--- config.mk ---
export PLATFORM = sky130hd
export DESIGN_NAME = fifo_ptr_ctrl
export DESIGN_NICKNAME = d
export VERILOG_FILES = /design/src/rtl/fifo_ptr_ctrl.sv
export SDC_FILE = /design/constraint.sdc
export NUM_CORES = 1
export LEC_CHECK = 0
export ABC_AREA = 1
export ABC_CLOCK_PERIOD_IN_PS = 3500
export BUFFER_PORTS_ARGS = -buffer_cell sky130_fd_sc_hd__buf_2
export CAP_MARGIN = 20
export CORE_MARGIN = 3
export CORE_UTILIZATION = 50
export CTS_CLUSTER_DIAMETER = 80
export DETAILED_ROUTE_END_ITERATION = 12
export PLACE_DENSITY_LB_ADDON = 0.15
export SLEW_MARGIN = 40
export SYNTH_ARGS = -nofsm -noshare
export SYNTH_HDL_FRONTEND = slang
export SYNTH_SLANG_ARGS = --single-unit
--- constraint.sdc ---
create_clock -name clk -period 3.5 [get_ports clk]
set_clock_uncertainty 0.05 [all_clocks]
set_input_delay 0.35 -clock clk [delete_from_list [all_inputs] [get_ports clk]]
set_output_delay 0.35 -clock clk [all_outputs]
set_load 0.01 [all_outputs]
--- src/rtl/fifo_ptr_ctrl.sv ---
// rtl/fifo_ptr_ctrl.sv - FIFO pointer, occupancy, threshold and watermark controller
//
// Pointer/occupancy controller for a single-clock FIFO backed by an external
// dual-port RAM. DEPTH may be any value >= 2 (not only powers of two).
//
// Optional feature macro: FIFO_PTR_CTRL_ERR_EN (sticky overflow/underflow flags).
//
// Ports:
//   clk, rst_n        clock, asynchronous active-low reset
//   write_en, read_en producer/consumer requests
//   flush             synchronous clear of pointers, count and peak
//   af_thresh         almost-full threshold (count >= af_thresh)
//   ae_thresh         almost-empty threshold (count <= ae_thresh)
//   err_clr           clears sticky error flags
//   wr_accept         write taken this cycle
//   rd_accept         read taken this cycle
//   write_ptr         RAM write address
//   read_ptr          RAM read address
//   count             occupancy
//   peak              highest occupancy since reset or flush
//   full, empty, almost_full, almost_empty   status flags
//   overflow, underflow                      sticky error flags

module fifo_ptr_ctrl #(
    parameter int DEPTH = 8,
    parameter int AW    = $clog2(DEPTH),
    parameter int CW    = $clog2(DEPTH + 1)
) (
    input  logic          clk,
    input  logic          rst_n,
    input  logic          write_en,
    input  logic          read_en,
    input  logic          flush,
    input  logic [CW-1:0] af_thresh,
    input  logic [CW-1:0] ae_thresh,
    input  logic          err_clr,
    output logic          wr_accept,
    output logic          rd_accept,
    output logic [AW-1:0] write_ptr,
    output logic [AW-1:0] read_ptr,
    output logic [CW-1:0] count,
    output logic [CW-1:0] peak,
    output logic          full,
    output logic          empty,
    output logic          almost_full,
    output logic          almost_empty,
    output logic          overflow,
    output logic          underflow
);

    localparam logic [AW-1:0] LAST_PTR = AW'(DEPTH - 1);
    localparam logic [CW-1:0] DEPTH_C  = CW'(DEPTH);

    logic [CW-1:0] count_nxt;
    logic [AW-1:0] write_ptr_inc;
    logic [AW-1:0] read_ptr_inc;

    // Status flags come straight from the count register.
    assign full         = (count == DEPTH_C);
    assign empty        = (count == '0);
    assign almost_full  = (count >= af_thresh);
    assign almost_empty = (count <= ae_thresh);

    // Acceptance uses the current-cycle state, so a full FIFO never takes a
    // write even if a read is accepted in the same cycle.
    assign wr_accept = write_en && !full;
    assign rd_accept = read_en && !empty;

    // Explicit wrap so non-power-of-two depths never address past DEPTH-1.
    assign write_ptr_inc = (write_ptr == LAST_PTR) ? '0 : write_ptr + 1'b1;
    assign read_ptr_inc  = (read_ptr == LAST_PTR) ? '0 : read_ptr + 1'b1;

    always_comb begin
        count_nxt = count;
        case ({wr_accept, rd_accept})
            2'b10:   count_nxt = count + 1'b1;
            2'b01:   count_nxt = count - 1'b1;
            default: count_nxt = count;
        endcase
    end

    always_ff @(posedge clk or negedge rst_n) begin
        if (!rst_n) begin
            write_ptr <= '0;
            read_ptr  <= '0;
            count     <= '0;
            peak      <= '0;
        end else if (flush) begin
            // Accepts in the flush cycle are discarded.
            write_ptr <= '0;
            read_ptr  <= '0;
            count     <= '0;
            peak      <= '0;
        end else begin
            if (wr_accept) begin
                write_ptr <= write_ptr_inc;
            end
            if (rd_accept) begin
                read_ptr <= read_ptr_inc;
            end
            count <= count_nxt;
            if (count_nxt > peak) begin
                peak <= count_nxt;
            end
        end
    end

`ifdef FIFO_PTR_CTRL_ERR_EN
    // Sticky flags; a new error in the clear cycle wins over err_clr.
    // Flush deliberately leaves them untouched.
    always_ff @(posedge clk or negedge rst_n) begin
        if (!rst_n) begin
            overflow  <= 1'b0;
            underflow <= 1'b0;
        end else begin
            if (write_en && full) begin
                overflow <= 1'b1;
            end else if (err_clr) begin
                overflow <= 1'b0;
            end
            if (read_en && empty) begin
                underflow <= 1'b1;
            end else if (err_clr) begin
                underflow <= 1'b0;
            end
        end
    end
`else
    logic unused_err_clr;
    assign unused_err_clr = err_clr;
    assign overflow       = 1'b0;
    assign underflow      = 1'b0;
`endif

endmodule
==> results.sh, run 1 <==
export IMPL_arrival_ns=3.32
export IMPL_peakVddDrop_uv=785.0
export IMPL_syn_area_per_cell_sq_um=7.659
export IMPL_cp_required_ns=3.68
export IMPL_reg2reg_depth=19
export IMPL_cp_end_kind="flip-flop"
export IMPL_pwr_share_seq_pct=22.4
export IMPL_hold_violations=0
export IMPL_worstSetupPathType="flip-flop to flip-flop"
export IMPL_min_path_cells=2
export IMPL_dp_hpwl_mm=1.919
export IMPL_drtPass1Iterations=4
export IMPL_cap_violations=0
export IMPL_yosysWarnings=0
export IMPL_p_per_area_nw_per_um2=934.0
export IMPL_clock_path_buffers=2
export IMPL_cts_tree="done"
export IMPL_numCtsBuffers=3
export IMPL_post_route_cells_drive_above_1_share_pct=25.00
export IMPL_grt_overflow_total=0
export IMPL_synth_seq_area_share_pct=30.91
export IMPL_status="finished, final reports clean"
export IMPL_cp_startpoint="count[1]"
export IMPL_post_route_period_util_pct=89.55
export IMPL_clock_latency_ns=0.29
export IMPL_cts_root_buffer_cell="clkbuf_4"
export IMPL_ys_ff_latch=14
export IMPL_dr_total_vias=1032
export IMPL_route_detailed_drc=0
export IMPL_core_sq_um=2062
export IMPL_crit_path_max_fanout=7
export IMPL_n_antenna_cell=0
export IMPL_fin_nets=219
export IMPL_io_pins=36
export IMPL_drt_iter0_drc=5
export IMPL_hold_class="input port to flip-flop"
export IMPL_row_count=16
export IMPL_area_growth_pct=20.31
export IMPL_p_clk_share_pct=9.3
export IMPL_portBuffers=32
export IMPL_place_gp_congestion=0.8031
export IMPL_internal_power_mw=0.6202
export IMPL_power_leakage_nw=0.8619
export IMPL_grt_pass1_wl_mm=3.877
export IMPL_final_cell_mix="nand2_1, buf_2, inv_1, ha_1, dfrtp_1"
export IMPL_ant_nets=0
export IMPL_pwr_share_comb_pct=68.3
export IMPL_final_common_cell="nand2_1"
export IMPL_p_switching_mw=0.6536
export IMPL_avgRoutedWirePerCell_um=10.90
export IMPL_grt_start_max_net_pins=15
export IMPL_maxSlewViolCount=0
export IMPL_hp_start="flush"
export IMPL_routed_wl_mm=2.300
export IMPL_setup_viol=0
export IMPL_clk_pin_slew_ns=0.09
export IMPL_fp_dieArea_sq_um=2875
export IMPL_worstSetupStartpointType="flip-flop"
export IMPL_min_period_ns=3.134
export IMPL_syn_inst=148
export IMPL_holdWs_ns=0.2576
export IMPL_sw_frac_of_total_pct=51.31
export IMPL_timing_fmax_mhz=319.0
export IMPL_syn_cell_area_sq_um=1134
export IMPL_groute_usage_overall_pct=18.40
export IMPL_reg2reg_from="count[1]"
export IMPL_viasPerCell=4.891
export IMPL_antenna_found_initial=0
export IMPL_cts_max_level=1
export IMPL_initial_core_util_pct=54.98
export IMPL_rsz0062_at_grt="no"
export IMPL_clock_sinks=14
export IMPL_die_h_um=53.62
export IMPL_grt_pass1_vias=1028
export IMPL_synth_cell_types=24
export IMPL_setup_tns_ns=0
export IMPL_cts_setup_buffers=0
export IMPL_fp_dieW_um=53.62
-- final cells by class --
| cell class | instances | area [sq um] |
|---|---|---|
| flip-flops and latches | 14 | 351.6 |
| clock buffers | 4 | 36.28 |
| inverters | 28 | 105.1 |
| multi-input cells | 105 | 666.9 |
| fillers | 183 | 698.2 |
| well taps | 27 | 33.78 |
| repair buffers | 33 | 170.2 |
-- synth_stat cells --
cell type,instances,area [sq um]
conb_1,1,3.750
xnor2_1,2,17.52
nand3_2,1,10.01
ha_1,19,237.7
a21oi_1,7,35.03
inv_1,26,97.59
nor2_1,10,37.54
inv_2,2,7.510
or2_1,1,6.260
o21ai_0,6,30.03
o21a_1,1,7.510
o211ai_1,1,7.510
nand4_1,2,12.51
fa_1,1,20.02
nand2_1,35,131.4
nor2_2,1,6.260
dfrtp_1,14,350.3
nand3_1,8,40.04
o21ai_2,1,8.760
nor3_2,1,10.01
buf_4,2,15.01
xor2_1,2,17.52
nand2_2,3,18.77
o21ai_1,1,5.000
-- critical path, stage by stage, from the launching register on --
cell	delay (ns)
dfrtp_2	0.48
nor2_2	0.14
nand3_1	0.11
nand2_2	0.12
inv_1	0.09
ha_1	0.27
ha_1	0.36
a21oi_1	0.16
nand2_1	0.06
nand2_1	0.07
nand3_2	0.08
nand2_2	0.08
inv_1	0.04
ha_1	0.28
nand2_1	0.09
inv_1	0.06
nand2_1	0.07
a21oi_1	0.28
nand4_1	0.14
nand2_1	0.08
-- cells by family (layout without fill, tap and decap cells) --
group | Yosys count | count (layout) | share of synthesized area [%]
buf+inv | 30 | 65 | 10.60
flops | 14 | 14 | 30.91
compound gates | 17 | 17 | 8.278
other cells | 1 | 2 | 0.3308
simple gates | 62 | 62 | 24.06
fa+ha+maj | 20 | 20 | 22.74
xor+xnor | 4 | 4 | 3.091
-- per-layer routing --
layer / vias up / GRT usage, % / wire length [um]
met5: - / 0 / 0
met4: 0 / 8.085 / 28
met3: 3 / 3.601 / 120
met2: 24 / 33.88 / 1144
met1: 469 / 20.24 / 1007
li1: 536 / - / -
-- final timing paths --
kind	endpoint	slack (ns)
max reg2reg	peak[3]	0.37
max	peak[3]	0.37
min reg2reg	peak[3]	0.48
min	write_ptr[1]	0.26
min in group asynchronous	write_ptr[0]	0.43
max in group asynchronous	count[1]	2.71
-- through the flow --
stage | cells | util, % | instance area [sq um] | worst slack (ns) | total power, mW
floorplan | 149 | - | 1137 | 0.5978 | 0.9198
global placement | 206 | 63.83 | 1316 | 0.3664 | 1.119
detailed placement | 206 | 63.83 | 1316 | 0.3372 | 1.159
CTS | 211 | 66.08 | 1363 | 0.3357 | 1.285
global route | 211 | 66.14 | 1364 | 0.0009213 | 1.439
finish | 211 | 66.14 | 1364 | 0.3656 | 1.274
-- state kept, by name (all words and copies together) (netlist names) --
signal / count
count: 4
read_ptr: 3
write_ptr: 3
peak: 4
-- power groups by stage --
stage	logic, mW	clock network, mW	registers (mW)
4_1_cts	0.879	0.122	0.285
5_1_grt	1.01	0.129	0.295
3_3_place_gp	0.833	0	0.286
6_report	0.870	0.119	0.285
3_5_place_dp	0.872	0	0.287
2_1_floorplan	0.621	0	0.298
-- repair_timing --
item,4_1_cts,5_1_grt
endpoints found under the hold margin,14,0
gates resized for setup,0,1
hold buffers,1,0
endpoints found under the setup margin,0,1
Note: power is estimated with default switching activity, not from simulation.
==> run 2, diff against run 1 <==
--- a/config.mk
+++ b/config.mk
@@ -6,7 +6,7 @@
 export NUM_CORES = 1
 export LEC_CHECK = 0
 export ABC_AREA = 1
-export ABC_CLOCK_PERIOD_IN_PS = 3500
+export ABC_CLOCK_PERIOD_IN_PS = 3300
 export BUFFER_PORTS_ARGS = -buffer_cell sky130_fd_sc_hd__buf_2
 export CAP_MARGIN = 20
 export CORE_MARGIN = 3
==> constraint.sdc (replaced) <==
create_clock -name clk -period 3.3 [get_ports clk]
set_clock_uncertainty 0.05 [all_clocks]
set_input_delay 0.33 -clock clk [delete_from_list [all_inputs] [get_ports clk]]
set_output_delay 0.33 -clock clk [all_outputs]
set_load 0.01 [all_outputs]
==> results.sh, run 2 (same netlist as run 1, synthesis figures left out) <==
export IMPL_status="finished, final reports clean"
export IMPL_regArea_sq_um=350.3
export IMPL_fp_dieArea_sq_um=2875
export IMPL_fp_dieW_um=53.62
export IMPL_p_per_area_nw_per_um2=1019
export IMPL_place_gp_congestion=0.8306
export IMPL_clock_latency_ns=0.27
export IMPL_fin_nets=223
export IMPL_clock_path_buffers=2
export IMPL_drtPass1Iterations=4
export IMPL_rrSetupSlack_ns=0.35
export IMPL_cts_tree="done"
export IMPL_timing_fmax_mhz=339.0
export IMPL_power_leakage_nw=0.8816
export IMPL_setup_tns_ns=0
export IMPL_worstSetupPathType="flip-flop to flip-flop"
export IMPL_cp_startpoint="count[1]"
export IMPL_io_pins=36
export IMPL_crit_end="peak[3]"
export IMPL_post_route_period_util_pct=89.39
export IMPL_area_growth_pct=24.83
export IMPL_fillers=187
export IMPL_core_sq_um=2062
export IMPL_antenna_found_initial=0
export IMPL_routed_wl_mm=2.357
export IMPL_min_path_cells=2
export IMPL_cp_required_ns=3.42
export IMPL_portBuffers=32
export IMPL_initial_core_util_pct=54.98
export IMPL_groute_usage_overall_pct=18.79
export IMPL_reg2reg_depth=20
export IMPL_dp_hpwl_mm=1.936
export IMPL_numCtsBuffers=3
export IMPL_cp_end_kind="flip-flop"
export IMPL_post_route_cells_drive_above_1_share_pct=28.19
export IMPL_final_common_cell="nand2_1"
export IMPL_final_cell_mix="nand2_1, buf_2, inv_1, ha_1, dfrtp_1"
export IMPL_drt_iter0_drc=15
export IMPL_multi_input_area_sq_um=689.4
export IMPL_path_cells="nor2_2 > nand3_1 > nand2_2 > inv_1 > ha_2 > fa_1 > xnor2_1 > nand2_1 > o21ai_1 > inv_1 > ha_1 > nand2_1 > inv_1 > nand2_1 > nand2_1 > o21ai_0 > nand2_1 > inv_1 > nand2_1 > nand2_1"
export IMPL_worst_path_most_repeated_cell="nand2_1"
export IMPL_worstSetupStartpointType="flip-flop"
export IMPL_cts_setup_buffers=0
export IMPL_row_count=16
export IMPL_reg2reg_from="count[1]"
export IMPL_final_area_sq_um=1415
export IMPL_setup_viol=0
export IMPL_top_regs="count: 4 flops, peak: 4 flops"
export IMPL_grt_overflow_total=0
export IMPL_crit_path_max_fanout=5
export IMPL_dr_total_vias=1044
export IMPL_cts_root_buffer_cell="clkbuf_4"
export IMPL_n_antenna_cell=0
export IMPL_clock_sinks=14
export IMPL_arrival_ns=3.07
export IMPL_clk_pin_slew_ns=0.08
export IMPL_route_detailed_drc=0
export IMPL_avgRoutedWirePerCell_um=10.96
export IMPL_place_area_sq_um=1346
export IMPL_die_h_um=53.62
export IMPL_cap_violations=0
export IMPL_grt_start_max_net_pins=15
export IMPL_grt_pass1_vias=983
export IMPL_r2r_end="peak[3]"
export IMPL_grt_pass1_wl_mm=3.967
export IMPL_holdWs_ns=0.2509
export IMPL_slowest_delay_ns=0.40
export IMPL_min_period_ns=2.950
export IMPL_hold_violations=0
export IMPL_cts_max_level=1
export IMPL_maxSlewViolCount=0
export IMPL_cp_slowest_cell="dfrtp_1"
export IMPL_ant_nets=0
export IMPL_peakVddDrop_uv=845.3
export IMPL_viasPerCell=4.856
export IMPL_hold_class="input port to flip-flop"
## run 2: cell count changes in the layout (fill, tap and decap cells not counted), sizes merged
cell,change
buf,+4
## run 2: worst min path at each step
stage / slack, ns / start / end
2_1_floorplan: -0.02 / rst_n / count[0]
3_3_place_gp: 0.19 / rst_n / write_ptr[0]
3_5_place_dp: 0.19 / rst_n / write_ptr[0]
4_1_cts: 0.24 / flush / count[3]
5_1_grt: 0.25 / flush / count[3]
6_report: 0.25 / flush / write_ptr[1]
## run 2: cell type report
type / count / area share [%]
sequential: 14 / 24.76
multi-input combinational: 105 / 48.72
tap: 27 / 2.387
timing repair buffer: 37 / 14.15
inverter: 28 / 7.427
clock buffer: 4 / 2.564
## run 2: metal layers
| metal | wire [um] | vias to the layer above | share of wire [%] | GRT usage (%) |
|---|---|---|---|---|
| met4 | 14 | 0 | 0.59 | 6.383 |
| met3 | 98 | 2 | 4.2 | 3.324 |
| met2 | 1189 | 21 | 50 | 32.86 |
| li1 | - | 546 | - | - |
| met1 | 1055 | 475 | 45 | 23.10 |
| met5 | 0 | - | 0 | 0 |
## run 2: metrics by stage
step / power, mW / instances / worst slack (ns) / utilization, %
floorplan: 0.9755 / 149 / 0.3978 / -
global placement: 1.224 / 210 / 0.2946 / 65.29
detailed placement: 1.268 / 210 / 0.2561 / 65.29
CTS: 1.399 / 215 / 0.2374 / 67.54
global route: 1.638 / 215 / -0.008691 / 68.63
finish: 1.442 / 215 / 0.3502 / 68.63
## run 2: what timing repair did
| item | in CTS | in global routing |
|---|---|---|
| hold endpoints to repair | 14 | 0 |
| hold buffers | 1 | 0 |
| setup endpoints to repair | 0 | 4 |
| gates resized for setup | 0 | 4 |
## run 2: power breakdown
group,internal [mW],leakage (nW),switching (mW)
clock,0.0671,0.0210,0.0546
combinational,0.423,0.674,0.633
sequential,0.227,0.187,0.0364
## run 2: critical path: cells and delay by family, from the launching register on
| family | cells | cell delay (ns) |
|---|---|---|
| buf+inv | 4 | 0.29 |
| fa+ha+maj | 3 | 0.90 |
| xor+xnor | 1 | 0.17 |
| compound gates | 2 | 0.21 |
| flops | 1 | 0.40 |
| simple gates | 10 | 0.84 |
